## config.mk

```make
export PLATFORM = sky130hd
export DESIGN_NAME = serdes_tx_sched
export DESIGN_NICKNAME = d
export VERILOG_FILES = /design/src/rtl/serdes_pkg.sv /design/src/rtl/serdes_tx_sched_map.sv /design/src/rtl/serdes_tx_sched.sv
export SDC_FILE = /design/constraint.sdc
export NUM_CORES = 1
export LEC_CHECK = 0
export CELL_PAD_IN_SITES_DETAIL_PLACEMENT = 0
export CELL_PAD_IN_SITES_GLOBAL_PLACEMENT = 2
export CORE_MARGIN = 4
export CORE_UTILIZATION = 24
export DETAILED_ROUTE_END_ITERATION = 6
export GPL_TIMING_DRIVEN = 0
export PLACE_DENSITY_LB_ADDON = 0.1
export REMOVE_ABC_BUFFERS = 1
export SYNTH_ARGS = -nofsm -noshare
export SYNTH_HDL_FRONTEND = slang
export SYNTH_SLANG_ARGS = --single-unit
export TNS_END_PERCENT = 1
```

## constraint.sdc

```tcl
create_clock -name clk -period 1.7 [get_ports clk]
set_clock_uncertainty 0.05 [all_clocks]
set_input_delay 0.17 -clock clk [delete_from_list [all_inputs] [get_ports clk]]
set_output_delay 0.17 -clock clk [all_outputs]
set_load 0.02 [all_outputs]
```

## src/rtl/serdes_pkg.sv

```systemverilog
// Shared types and default words for the SERDES TX link sequencer.
package serdes_pkg;

   typedef enum logic [1:0] {
      KIND_IDLE  = 2'd0,
      KIND_TRAIN = 2'd1,
      KIND_SYNC  = 2'd2,
      KIND_DATA  = 2'd3
   } tx_kind_e;

   typedef enum logic [2:0] {
      ST_IDLE   = 3'd0,
      ST_TRAIN  = 3'd1,
      ST_SYNC   = 3'd2,
      ST_DATA   = 3'd3,
      ST_RESYNC = 3'd4
   } sched_state_e;

   localparam int unsigned WORD_W = 32;

   localparam logic [WORD_W-1:0] DEF_TRAIN_WORD = 32'hAAAA_AAAA;
   localparam logic [WORD_W-1:0] DEF_SYNC_WORD  = 32'hBCBC_BCBC;
   localparam logic [WORD_W-1:0] DEF_IDLE_WORD  = 32'h0000_0000;

endpackage

```

## src/rtl/serdes_tx_sched_map.sv

```systemverilog
// Per-byte bit remap: even input bits fill the upper nibble, odd bits the lower, both reversed.
module serdes_tx_sched_map
   import serdes_pkg::*;
(
   input  logic [WORD_W-1:0] din,
   output logic [WORD_W-1:0] dout
);

   localparam int unsigned NUM_BYTES = WORD_W / 8;

   for (genvar b = 0; b < NUM_BYTES; b++) begin : g_byte
      assign dout[8*b +: 8] = {din[8*b+0], din[8*b+2], din[8*b+4], din[8*b+6],
                               din[8*b+1], din[8*b+3], din[8*b+5], din[8*b+7]};
   end

endmodule

```

## src/rtl/serdes_tx_sched.sv

```systemverilog
// TX link sequencer: TRAIN/SYNC bring-up, then user DATA with IDLE fill and periodic RESYNC.
module serdes_tx_sched
   import serdes_pkg::*;
#(
   parameter int unsigned       TRAIN_LEN  = 64,
   parameter int unsigned       SYNC_LEN   = 4,
   parameter int unsigned       FRAME_LEN  = 1024,
   parameter logic [WORD_W-1:0] TRAIN_WORD = DEF_TRAIN_WORD,
   parameter logic [WORD_W-1:0] SYNC_WORD  = DEF_SYNC_WORD,
   parameter logic [WORD_W-1:0] IDLE_WORD  = DEF_IDLE_WORD
) (
   input  logic              clk,
   input  logic              rst_n,
   input  logic              link_en,
   input  logic              start,
   input  logic              map_en,
   input  logic [WORD_W-1:0] s_data,
   input  logic              s_valid,
   output logic              s_ready,
   output logic [WORD_W-1:0] tx_data,
   output logic [1:0]        tx_kind,
   output logic              busy
);

   localparam int unsigned CNT_MAX = (TRAIN_LEN > SYNC_LEN) ? TRAIN_LEN : SYNC_LEN;
   localparam int unsigned CNT_W   = (CNT_MAX > 1) ? $clog2(CNT_MAX) : 1;
   localparam int unsigned DCNT_W  = $clog2(FRAME_LEN);

   sched_state_e        state, state_n;
   logic [CNT_W-1:0]    cnt, cnt_n;
   logic [DCNT_W-1:0]   dcnt, dcnt_n;
   logic                map_en_q, map_en_q_n;
   logic [WORD_W-1:0]   sel, sel_mapped;
   tx_kind_e            sel_kind;
   logic                xfer;

   assign s_ready = (state == ST_DATA) && link_en;
   assign busy    = (state != ST_IDLE);
   assign xfer    = s_valid && s_ready;

   serdes_tx_sched_map u_map (
      .din  (sel),
      .dout (sel_mapped)
   );

   // State, counters and the emitted-word register.
   always_ff @(posedge clk) begin
      if (!rst_n) begin
         state    <= ST_IDLE;
         cnt      <= '0;
         dcnt     <= '0;
         map_en_q <= 1'b0;
         tx_data  <= '0;
         tx_kind  <= 2'(KIND_IDLE);
      end else begin
         state    <= state_n;
         cnt      <= cnt_n;
         dcnt     <= dcnt_n;
         map_en_q <= map_en_q_n;
         tx_data  <= map_en_q ? sel_mapped : sel;
         tx_kind  <= 2'(sel_kind);
      end
   end

   // Next state and word selection from the pre-edge state.
   always_comb begin
      state_n    = state;
      cnt_n      = cnt;
      dcnt_n     = dcnt;
      map_en_q_n = map_en_q;
      sel        = IDLE_WORD;
      sel_kind   = KIND_IDLE;

      case (state)
         ST_IDLE: begin
            if (start && link_en) begin
               state_n    = ST_TRAIN;
               map_en_q_n = map_en;
               cnt_n      = '0;
            end
         end
         ST_TRAIN: begin
            sel      = TRAIN_WORD;
            sel_kind = KIND_TRAIN;
            if (cnt == CNT_W'(TRAIN_LEN - 1)) begin
               state_n = ST_SYNC;
               cnt_n   = '0;
            end else begin
               cnt_n = cnt + CNT_W'(1);
            end
         end
         ST_SYNC: begin
            sel      = SYNC_WORD;
            sel_kind = KIND_SYNC;
            if (cnt == CNT_W'(SYNC_LEN - 1)) begin
               state_n = ST_DATA;
               cnt_n   = '0;
            end else begin
               cnt_n = cnt + CNT_W'(1);
            end
         end
         ST_DATA: begin
            if (xfer) begin
               sel      = s_data;
               sel_kind = KIND_DATA;
               if (dcnt == DCNT_W'(FRAME_LEN - 1)) begin
                  state_n = ST_RESYNC;
                  dcnt_n  = '0;
               end else begin
                  dcnt_n = dcnt + DCNT_W'(1);
               end
            end
         end
         ST_RESYNC: begin
            sel      = SYNC_WORD;
            sel_kind = KIND_SYNC;
            state_n  = ST_DATA;
         end
         default: state_n = ST_IDLE;
      endcase

      // Link drop wins over any transition; the word for this edge is already chosen.
      if (!link_en) begin
         state_n = ST_IDLE;
         cnt_n   = '0;
         dcnt_n  = '0;
      end
   end

endmodule

```

==> impl_metrics.json, run 1 <==
{
  "timing.setup.tns_ns": 0,
  "setup_viol": 0,
  "hold_depth": 2,
  "dp_slack_ns": -1.02,
  "drt_iter0_drc": 50,
  "wl_per_cell_um": 16.6,
  "hold_class": "primary input to register",
  "fin_crit_ns": 1.64,
  "syn_to_final_growth_pct": 42.9,
  "seq_area_sq_um": 1100,
  "cts.htree.levels": 2,
  "ys_top_cells_by_area": "dfxtp_1 (43%), a21oi_1 (9.2%), a211oi_1 (6.6%)",
  "insertion_delay_ns": 0.30,
  "ys_async_sr_fraction_pct": 0,
  "cpMostUsedCell": "and2_2",
  "p_leak_nw": 1.22,
  "cts_root_buffer": "clkbuf_8",
  "path_clk_slew_ns": 0.10,
  "cp_slowest_cell": "clkdlybuf4s50_1",
  "outcome": "completed",
  "drive_gt1_share_pct": 13.4,
  "die_height_um": 110,
  "vias": 2426,
  "initial_utilization_pct": 25.0,
  "first_pass_iters": 4,
  "synth_top_cell_by_area": "dfxtp_1",
  "diodes": 0,
  "globalRouteMet1Util_pct": 16.3,
  "use_met3_pct": 2.94,
  "regToRegEndpoint": "dcnt[5]$_SDFFE_PN0P_",
  "grtUsageMet2_pct": 20.8,
  "total_power_mw": 2.44,
  "crit_buf_inv": 1,
  "wl_um": 8290,
  "r2r_setup_slack_ns": 0.07,
  "ys_seq_elements": 54,
  "relSlewSlack_pct": 59.9,
  "cp.depth": 5,
  "avgSynthCellArea_sq_um": 8.62,
  "intPower_mw": 1.78,
  "track_usage_pct": 12.6,
  "hold_path_end": "state[0]$_SDFFE_PN0P_",
  "rr_startpoint": "state[2]$_SDFFE_PN0P_",
  "synthMuxAreaShare_pct": 0.804,
  "synth_edf_count": 0,
  "arrival_ns": 1.81,
  "post-route-period-util_pct": 96.5,
  "cts_sinks": 54,
  "gr-max-usage-layer": "met2",
  "clockPowerShare_pct": 29.2,
  "worstSetupPathType": "primary input to register",
  "portBuffers": 73,
  "start_kind": "primary input",
  "ff2ff_path_depth": 5,
  "critPathMaxFanout": 12,
  "synthSimpleGateAreaFrac_pct": 17.4,
  "synth-main-ff-cell": "dfxtp_1",
  "comb_power_share_pct": 16.6,
  "place.gp.congestion": 0.720,
  "grt_antenna_before_repair": 0,
  "die_x_um": 110,
  "finalNetCount": 405,
  "switchingPower_mw": 0.656,
  "synth_compound_area_share_pct": 27.1,
  "core_sq_um": 9950,
  "endpoint_kind": "register",
  "finalHoldViolCount": 0,
  "synth_top_family_by_area": "compound AO/OA/AOI/OAI gates",
  "yosysMostFrequentCell": "dfxtp_1",
  "synthAdderAreaFrac_pct": 1.41,
  "post-dp-hpwl_um": 5100,
  "rsz0062_at_grt": "yes",
  "yosysSeqAreaShare_pct": 43.4,
  "max_cap_viol_count": 0,
  "yosysWarnings": 0,
  "critPathTopFamily": "buffers and inverters",
  "grt_overflow": 0,
  "multiInputGateArea_sq_um": 1330,
  "hold_path_startpoint": "rst_n",
  "cts_buffers": 5,
  "cp.required_ns": 1.87,
  "grt_pass1_wl_um": 11800,
  "syn_inst": 289,
  "synth_xor_area_share_pct": 3.87,
  "clock_tree.buffer_depth": 2,
  "fmax_mhz": 610,
  "grt_max_degree": 48,
  "tightest_slew_ns": 0.600,
  "power_frac_seq_pct": 54.3,
  "vdd_drop_max_mv": 0.287,
  "num_rows": 36,
  "grt_pass1_vias": 2284,
  "via_per_inst": 4.87,
  "syn_area_sq_um": 2490,
  "synth_top_area_share_pct": 43.4,
  "crit_chain": "clkdlybuf4s50_1 > and2_2 > and2_2 > a21oi_1 > a211oi_1",
  "synth_cell_type_count": 48,
  "synth_commonest_cells": "dfxtp_1 (54), a21oi_1 (46), a211oi_1 (22)",
  "drv_slew": 0,
  "antenna_left": 0,
  "tritoncts": "built",
  "switching_share_pct": 26.9,
  "powerDensity_nw_per_um2": 685,
  "fin_ws_ns": 0.0603,
  "n_fill_cell": 1044,
  "die_area_sq_um": 12100,
  "crit_path_max_incr_delay_ns": 0.63,
  "io_pins": 74,
  "drc": 0
}
[cells by family (layout without fill, tap and decap cells)]
group | count (synthesis) | after routing
AO/OA/AOI/OAI | 106 | 106
AND/OR/NAND/NOR | 84 | 86
flip-flops | 54 | 54
buffers and inverters | 29 | 103
XOR/XNOR | 11 | 11
adder cells (fa/ha/maj) | 3 | 3
multiplexers | 2 | 2
[routing by layer]
layer	vias to the layer above	share of wire [%]
li1	1219	-
met1	1142	46
met2	58	47
met3	7	5.8
met4	0	1.0
met5	-	0
[how the worst max path moves through the flow]
stage                                     start                endpoint  slack [ns]
after global routing       dcnt[0]$_SDFFE_PN0P_    dcnt[8]$_SDFFE_PN0P_       -0.05
final                                   s_valid  tx_data[19]$_SDFF_PN0_        0.06
after floorplan           state[0]$_SDFFE_PN0P_  tx_data[17]$_SDFF_PN0_       -0.40
after detailed placement                link_en  tx_data[25]$_SDFF_PN0_       -1.02
after global placement                  link_en  tx_data[17]$_SDFF_PN0_       -1.03
after CTS                 state[0]$_SDFFE_PN0P_  tx_data[25]$_SDFF_PN0_       -0.18
[cell type report]
type,instances,share of cell area [%]
timing repair buffer,88,23.5
clock buffer,6,2.04
timing repair inverter,2,0.422
multi-input combinational,208,37.5
sequential,54,30.8
clock inverter,1,0.211
inverter,6,0.844
tap,133,4.68
[power groups by stage]
stage          clock (mW)  sequential, mW  combinational (mW)
2_1_floorplan           0            1.40               0.115
3_5_place_dp            0            1.36               0.377
4_1_cts             0.766            1.33               0.393
3_3_place_gp            0            1.36               0.377
6_report            0.711            1.32               0.404
5_1_grt             0.803            1.33               0.433
[through the flow]
step	instances	hold WS, ns	area [sq um]	utilization (%)
final	498	0.364	3560	35.7
after global routing	498	0.370	3560	35.7
after CTS	485	0.404	3430	34.4
after detailed placement	472	0.422	3260	32.8
after global placement	472	0.419	3260	32.8
after floorplan	266	0.258	2360	-
[placed cells by master, fill, tap and decap left out, types with 4 or more instances in the layout]
cell type / n
clkdlybuf4s50_1: 69
dfxtp_1: 50
a21oi_1: 46
a211oi_1: 22
nor2_1: 20
nand3_1: 15
nand2_1: 15
buf_4: 13
o21ai_0: 10
xnor2_1: 5
clkinvlp_4: 5
nor3_1: 5
xor2_1: 5
clkbuf_8: 5
nand4_1: 4
and3_1: 4
o22ai_1: 4
a221oi_1: 4
inv_1: 4
dfxtp_4: 4
[repair_timing]
action                     CTS  global route
cloned                       1             3
hold buffers                 0             0
setup buffers                5            10
pin swaps                    4             2
gates resized for setup     21            12
setup endpoints to repair   54            52
[registers in the layout, summed over array words and instances, names as in the netlist]
signal and flops:
state 3, dcnt 10, tx_data 32, tx_kind 2
cnt 6, map_en_q 1
Note: power is estimated with default switching activity, not from simulation.
==> run 2, diff against run 1 <==
- CORE_UTILIZATION: 24 -> 25
- CTS_BUF_LIST: unset -> sky130_fd_sc_hd__clkbuf_4
==> impl_metrics.json, run 2 (synthesis gave the netlist of run 1 again) <==
{
  "wl_per_cell_um": 16.5,
  "hold_class": "primary input to register",
  "path_clk_slew_ns": 0.17,
  "insertion_delay_ns": 0.36,
  "rr_startpoint": "state[1]$_SDFFE_PN0P_",
  "arrival_ns": 1.44,
  "hold_path_startpoint": "s_data[9]",
  "largest_reg_flops": 32,
  "antenna_left": 0,
  "finalNetCount": 402,
  "hold_path_end": "tx_data[9]$_SDFF_PN0_",
  "ff2ff_path_depth": 4,
  "regToRegEndpoint": "tx_data[8]$_SDFF_PN0_",
  "hold_buffers": 0,
  "grt_max_degree": 30,
  "design_area_sq_um": 3510,
  "vdd_drop_max_mv": 0.264,
  "cp_slowest_cell": "dfxtp_4",
  "initial_utilization_pct": 25.6,
  "num_rows": 36,
  "cts_sinks": 54,
  "clock_tree.buffer_depth": 2,
  "endpoint_kind": "output pin",
  "post-route-period-util_pct": 97.5,
  "dpl_cell_area_sq_um": 3260,
  "drv_slew": 0,
  "track_usage_pct": 13.9,
  "grt_pass1_vias": 2450,
  "start_kind": "register",
  "syn_to_final_growth_pct": 40.9,
  "fmax_mhz": 603,
  "place.gp.congestion": 0.764,
  "grt_pass1_wl_um": 12700,
  "die_height_um": 108,
  "diodes": 0,
  "layout_common_cells": "clkdlybuf4s50_1 (70), dfxtp_1 (50), a21oi_1 (44)",
  "crit_path_max_incr_delay_ns": 0.45,
  "via_per_inst": 4.89,
  "fin_crit_ns": 1.66,
  "finish.utilization_pct": 36.1,
  "largestRegisters": "tx_data (32), dcnt (10), cnt (6)",
  "worstSetupPathType": "register to output pin",
  "wl_um": 8170,
  "p_leak_nw": 1.18,
  "relSlewSlack_pct": 34.0,
  "die_x_um": 108,
  "total_power_mw": 2.33,
  "regMostFlops": "tx_data",
  "cts.htree.levels": 2,
  "powerDensity_nw_per_um2": 664,
  "vias": 2427,
  "outcome": "completed",
  "cts_buffers": 5,
  "cts_root_buffer": "clkbuf_4",
  "grt_overflow": 0,
  "portBuffers": 73,
  "critPathMaxFanout": 11,
  "io_pins": 74,
  "r2r_setup_slack_ns": 0.05,
  "post-dp-hpwl_um": 5140,
  "grt_antenna_before_repair": 0,
  "drive_gt1_share_pct": 13.8,
  "die_area_sq_um": 11600,
  "drt_iter0_drc": 65,
  "max_cap_viol_count": 0,
  "crit_chain": "and3b_2 > and2_1 > buf_2",
  "setup_viol": 0,
  "hold_depth": 3,
  "tritoncts": "built",
  "final_common_cell": "clkdlybuf4s50_1",
  "tightest_slew_ns": 0.989,
  "cp.required_ns": 1.48,
  "finalHoldViolCount": 0,
  "drc": 0,
  "first_pass_iters": 4,
  "rsz0062_at_grt": "yes",
  "core_sq_um": 9730
}
[run 2: changes by cell type in the layout (fill, tap and decap cells not counted), moves of 2 or more]
cell,delta
clkbuf_4,+5
clkbuf_8,-5
clkinvlp_4,-3
a21oi_1,-2
a21oi_2,+2
[run 2: where the power goes]
group / total [mW] / internal, mW / switching (mW)
sequential: 1.33 / 1.30 / 0.0253
combinational: 0.399 / 0.199 / 0.200
clock: 0.604 / 0.180 / 0.424
[run 2: per-stage QoR]
stage          worst slack (ns)  instances  hold WS [ns]  setup TNS, ns
6_report                 0.0423        496         0.317              0
3_5_place_dp              -1.07        472         0.421         -42.55
4_1_cts                -0.00346        493         0.305       -0.00671
2_1_floorplan            -0.400        266         0.258         -12.46
5_1_grt                 -0.0573        496         0.316         -0.293
3_3_place_gp              -1.06        472         0.418         -42.65
[run 2: how the worst max path moves through the flow]
stage / from / slack [ns] / cells after the start / to
CTS: state[2]$_SDFFE_PN0P_ / -0.003 / 4 / tx_data[25]$_SDFF_PN0_
global route: state[1]$_SDFFE_PN0P_ / -0.06 / 3 / s_ready
global placement: link_en / -1.06 / 5 / tx_data[25]$_SDFF_PN0_
floorplan: state[0]$_SDFFE_PN0P_ / -0.40 / 4 / tx_data[17]$_SDFF_PN0_
finish: state[1]$_SDFFE_PN0P_ / 0.04 / 3 / s_ready
detailed placement: link_en / -1.07 / 5 / tx_data[25]$_SDFF_PN0_
[run 2: worst max-delay path, delay by kind of cell, from the launching register on]
family / cells / cell delay [ns]
buffers and inverters: 1 / 0.16
DFF: 1 / 0.45
and+or+nand+nor: 2 / 0.47
[run 2: metal layers]
layer  track usage, %  vias up  part of all wire, %
met2             23.7       61                   48
met5                0        -                    0
met3             3.12        6                  5.8
met4             3.16        0                 0.93
met1             17.8     1148                   45
li1                 -     1212                    -
[run 2: cell type report]
cell class,instances,area (sq um)
Fill cell,1060,6220
Clock inverter,2,13.8
Timing Repair Buffer,86,821
Clock buffer,6,45.0
Tap cell,133,166
Inverter,6,26.3
Timing Repair inverter,1,7.51
Sequential cell,54,1100
Multi-Input combinational cell,208,1330
[run 2: repair_timing]
| item | in CTS | in global routing |
|---|---|---|
| resized for setup | 28 | 4 |
| buffers inserted | 11 | 2 |
| setup endpoints to repair | 53 | 32 |
| cloned | 2 | 1 |
| pin swaps | 1 | 6 |
==> run 3, diff against run 2 <==
- TNS_END_PERCENT: 1 -> unset
==> impl_metrics.json, run 3 (synthesis gave the netlist of run 1 again) <==
{
  "regMostFlops": "tx_data",
  "grt_pass1_vias": 2477,
  "drc": 0,
  "p_leak_nw": 1.25,
  "total_power_mw": 2.35,
  "drive_gt1_share_pct": 17.2,
  "endpoint_kind": "register",
  "diodes": 0,
  "drt_iter0_drc": 58,
  "cts_root_buffer": "clkbuf_4",
  "wl_per_cell_um": 16.6,
  "drv_slew": 0,
  "layout_common_cells": "clkdlybuf4s50_1 (70), dfxtp_1 (49), a21oi_1 (44)",
  "via_per_inst": 4.87,
  "grt_antenna_before_repair": 0,
  "outcome": "completed",
  "powerDensity_nw_per_um2": 647,
  "cp.required_ns": 1.95,
  "grt_overflow": 0,
  "arrival_ns": 1.88,
  "first_pass_iters": 4,
  "portBuffers": 73,
  "tightest_slew_ns": 1.00,
  "place_inst": 472,
  "path_clk_slew_ns": 0.17,
  "setup_viol": 0,
  "num_rows": 36,
  "wl_um": 8390,
  "n_fill_cell": 1062,
  "track_usage_pct": 14.0,
  "die_x_um": 108,
  "post-dp-hpwl_um": 5140,
  "initial_utilization_pct": 25.6,
  "antenna_left": 0,
  "die_height_um": 108,
  "hold_path_startpoint": "s_data[9]",
  "fmax_mhz": 611,
  "hold_depth": 3,
  "cts_buffers": 5,
  "dpl_cell_area_sq_um": 3260,
  "r2r_setup_slack_ns": 0.06,
  "ff2ff_path_depth": 5,
  "final_common_cell": "clkdlybuf4s50_1",
  "finalNetCount": 412,
  "stdcell_count": 506,
  "cts_sinks": 54,
  "tritoncts": "built",
  "hold_buffers": 0,
  "core_sq_um": 9730,
  "fin_crit_ns": 1.64,
  "grt_max_degree": 30,
  "die_area_sq_um": 11600,
  "syn_to_final_growth_pct": 45.5,
  "vdd_drop_max_mv": 0.267,
  "relSlewSlack_pct": 33.3,
  "hold_ws_ns": 0.320,
  "hold_path_end": "tx_data[9]$_SDFF_PN0_",
  "grt_pass1_wl_um": 12900,
  "largest_reg_flops": 32,
  "rr_startpoint": "state[0]$_SDFFE_PN0P_",
  "finalHoldViolCount": 0,
  "max_cap_viol_count": 0,
  "cts.htree.levels": 2,
  "design_area_sq_um": 3620,
  "largestRegisters": "tx_data (32), dcnt (10), cnt (6)",
  "vias": 2464,
  "start_kind": "register",
  "clock_tree.buffer_depth": 2,
  "place.gp.congestion": 0.764,
  "rsz0062_at_grt": "yes",
  "critPathMaxFanout": 6,
  "regToRegEndpoint": "tx_data[25]$_SDFF_PN0_",
  "io_pins": 74,
  "hold_class": "primary input to register",
  "insertion_delay_ns": 0.36,
  "post-route-period-util_pct": 96.2,
  "worstSetupPathType": "register to register"
}
-- run 3: critical path, cell delays in order (launching register included) --
cell	delay (ns)
dfxtp_4	0.41
buf_4	0.17
or3b_4	0.44
o21ai_4	0.15
a21oi_2	0.09
a221oi_2	0.27
-- run 3: worst max path at each step --
stage	start	end	cells after the start
3_3_place_gp	link_en	tx_data[25]$_SDFF_PN0_	5
5_1_grt	rst_n	tx_data[17]$_SDFF_PN0_	3
6_report	state[0]$_SDFFE_PN0P_	tx_data[25]$_SDFF_PN0_	5
2_1_floorplan	state[0]$_SDFFE_PN0P_	tx_data[17]$_SDFF_PN0_	4
4_1_cts	state[0]$_SDFFE_PN0P_	tx_data[17]$_SDFF_PN0_	5
3_5_place_dp	link_en	tx_data[25]$_SDFF_PN0_	5
-- run 3: timing repair --
item	in CTS	in global routing
setup endpoints to repair	53	31
buffers inserted	16	5
gates resized for setup	24	16
pin swaps	1	4
cloned	2	3
-- run 3: cell type report --
type	count	area, sq um	share of cell area, %
multi-input cells	210	1390	38.3
flip-flops and latches	54	1100	30.3
repair buffers	94	881	24.3
well taps	133	166	4.59
clock buffers	6	45.0	1.24
inverters	6	26.3	0.725
clock inverters	2	13.8	0.380
repair inverters	1	7.51	0.207
-- run 3: metrics by stage --
stage / util [%] / setup slack, ns / setup TNS [ns]
floorplan: - / -0.400 / -12.46
global placement: 33.5 / -1.06 / -42.65
detailed placement: 33.5 / -1.07 / -42.55
CTS: 36.0 / 0.00238 / 0
global route: 37.2 / -0.0440 / -0.162
finish: 37.2 / 0.0641 / 0
-- run 3: power by group --
part	internal (mW)	switching, mW	leakage (nW)
Sequential	1.30	0.0252	0.442
Combinational	0.209	0.207	0.774
Clock	0.180	0.424	0.0356
Total	1.69	0.656	1.25
-- run 3: layer usage --
| metal | track usage (%) | up-vias | wire [um] |
|---|---|---|---|
| li1 | - | 1231 | - |
| met1 | 18.1 | 1168 | 3830 |
| met2 | 23.5 | 57 | 4000 |
| met3 | 3.12 | 8 | 476 |
| met4 | 3.16 | 0 | 92 |
| met5 | 0 | - | 0 |
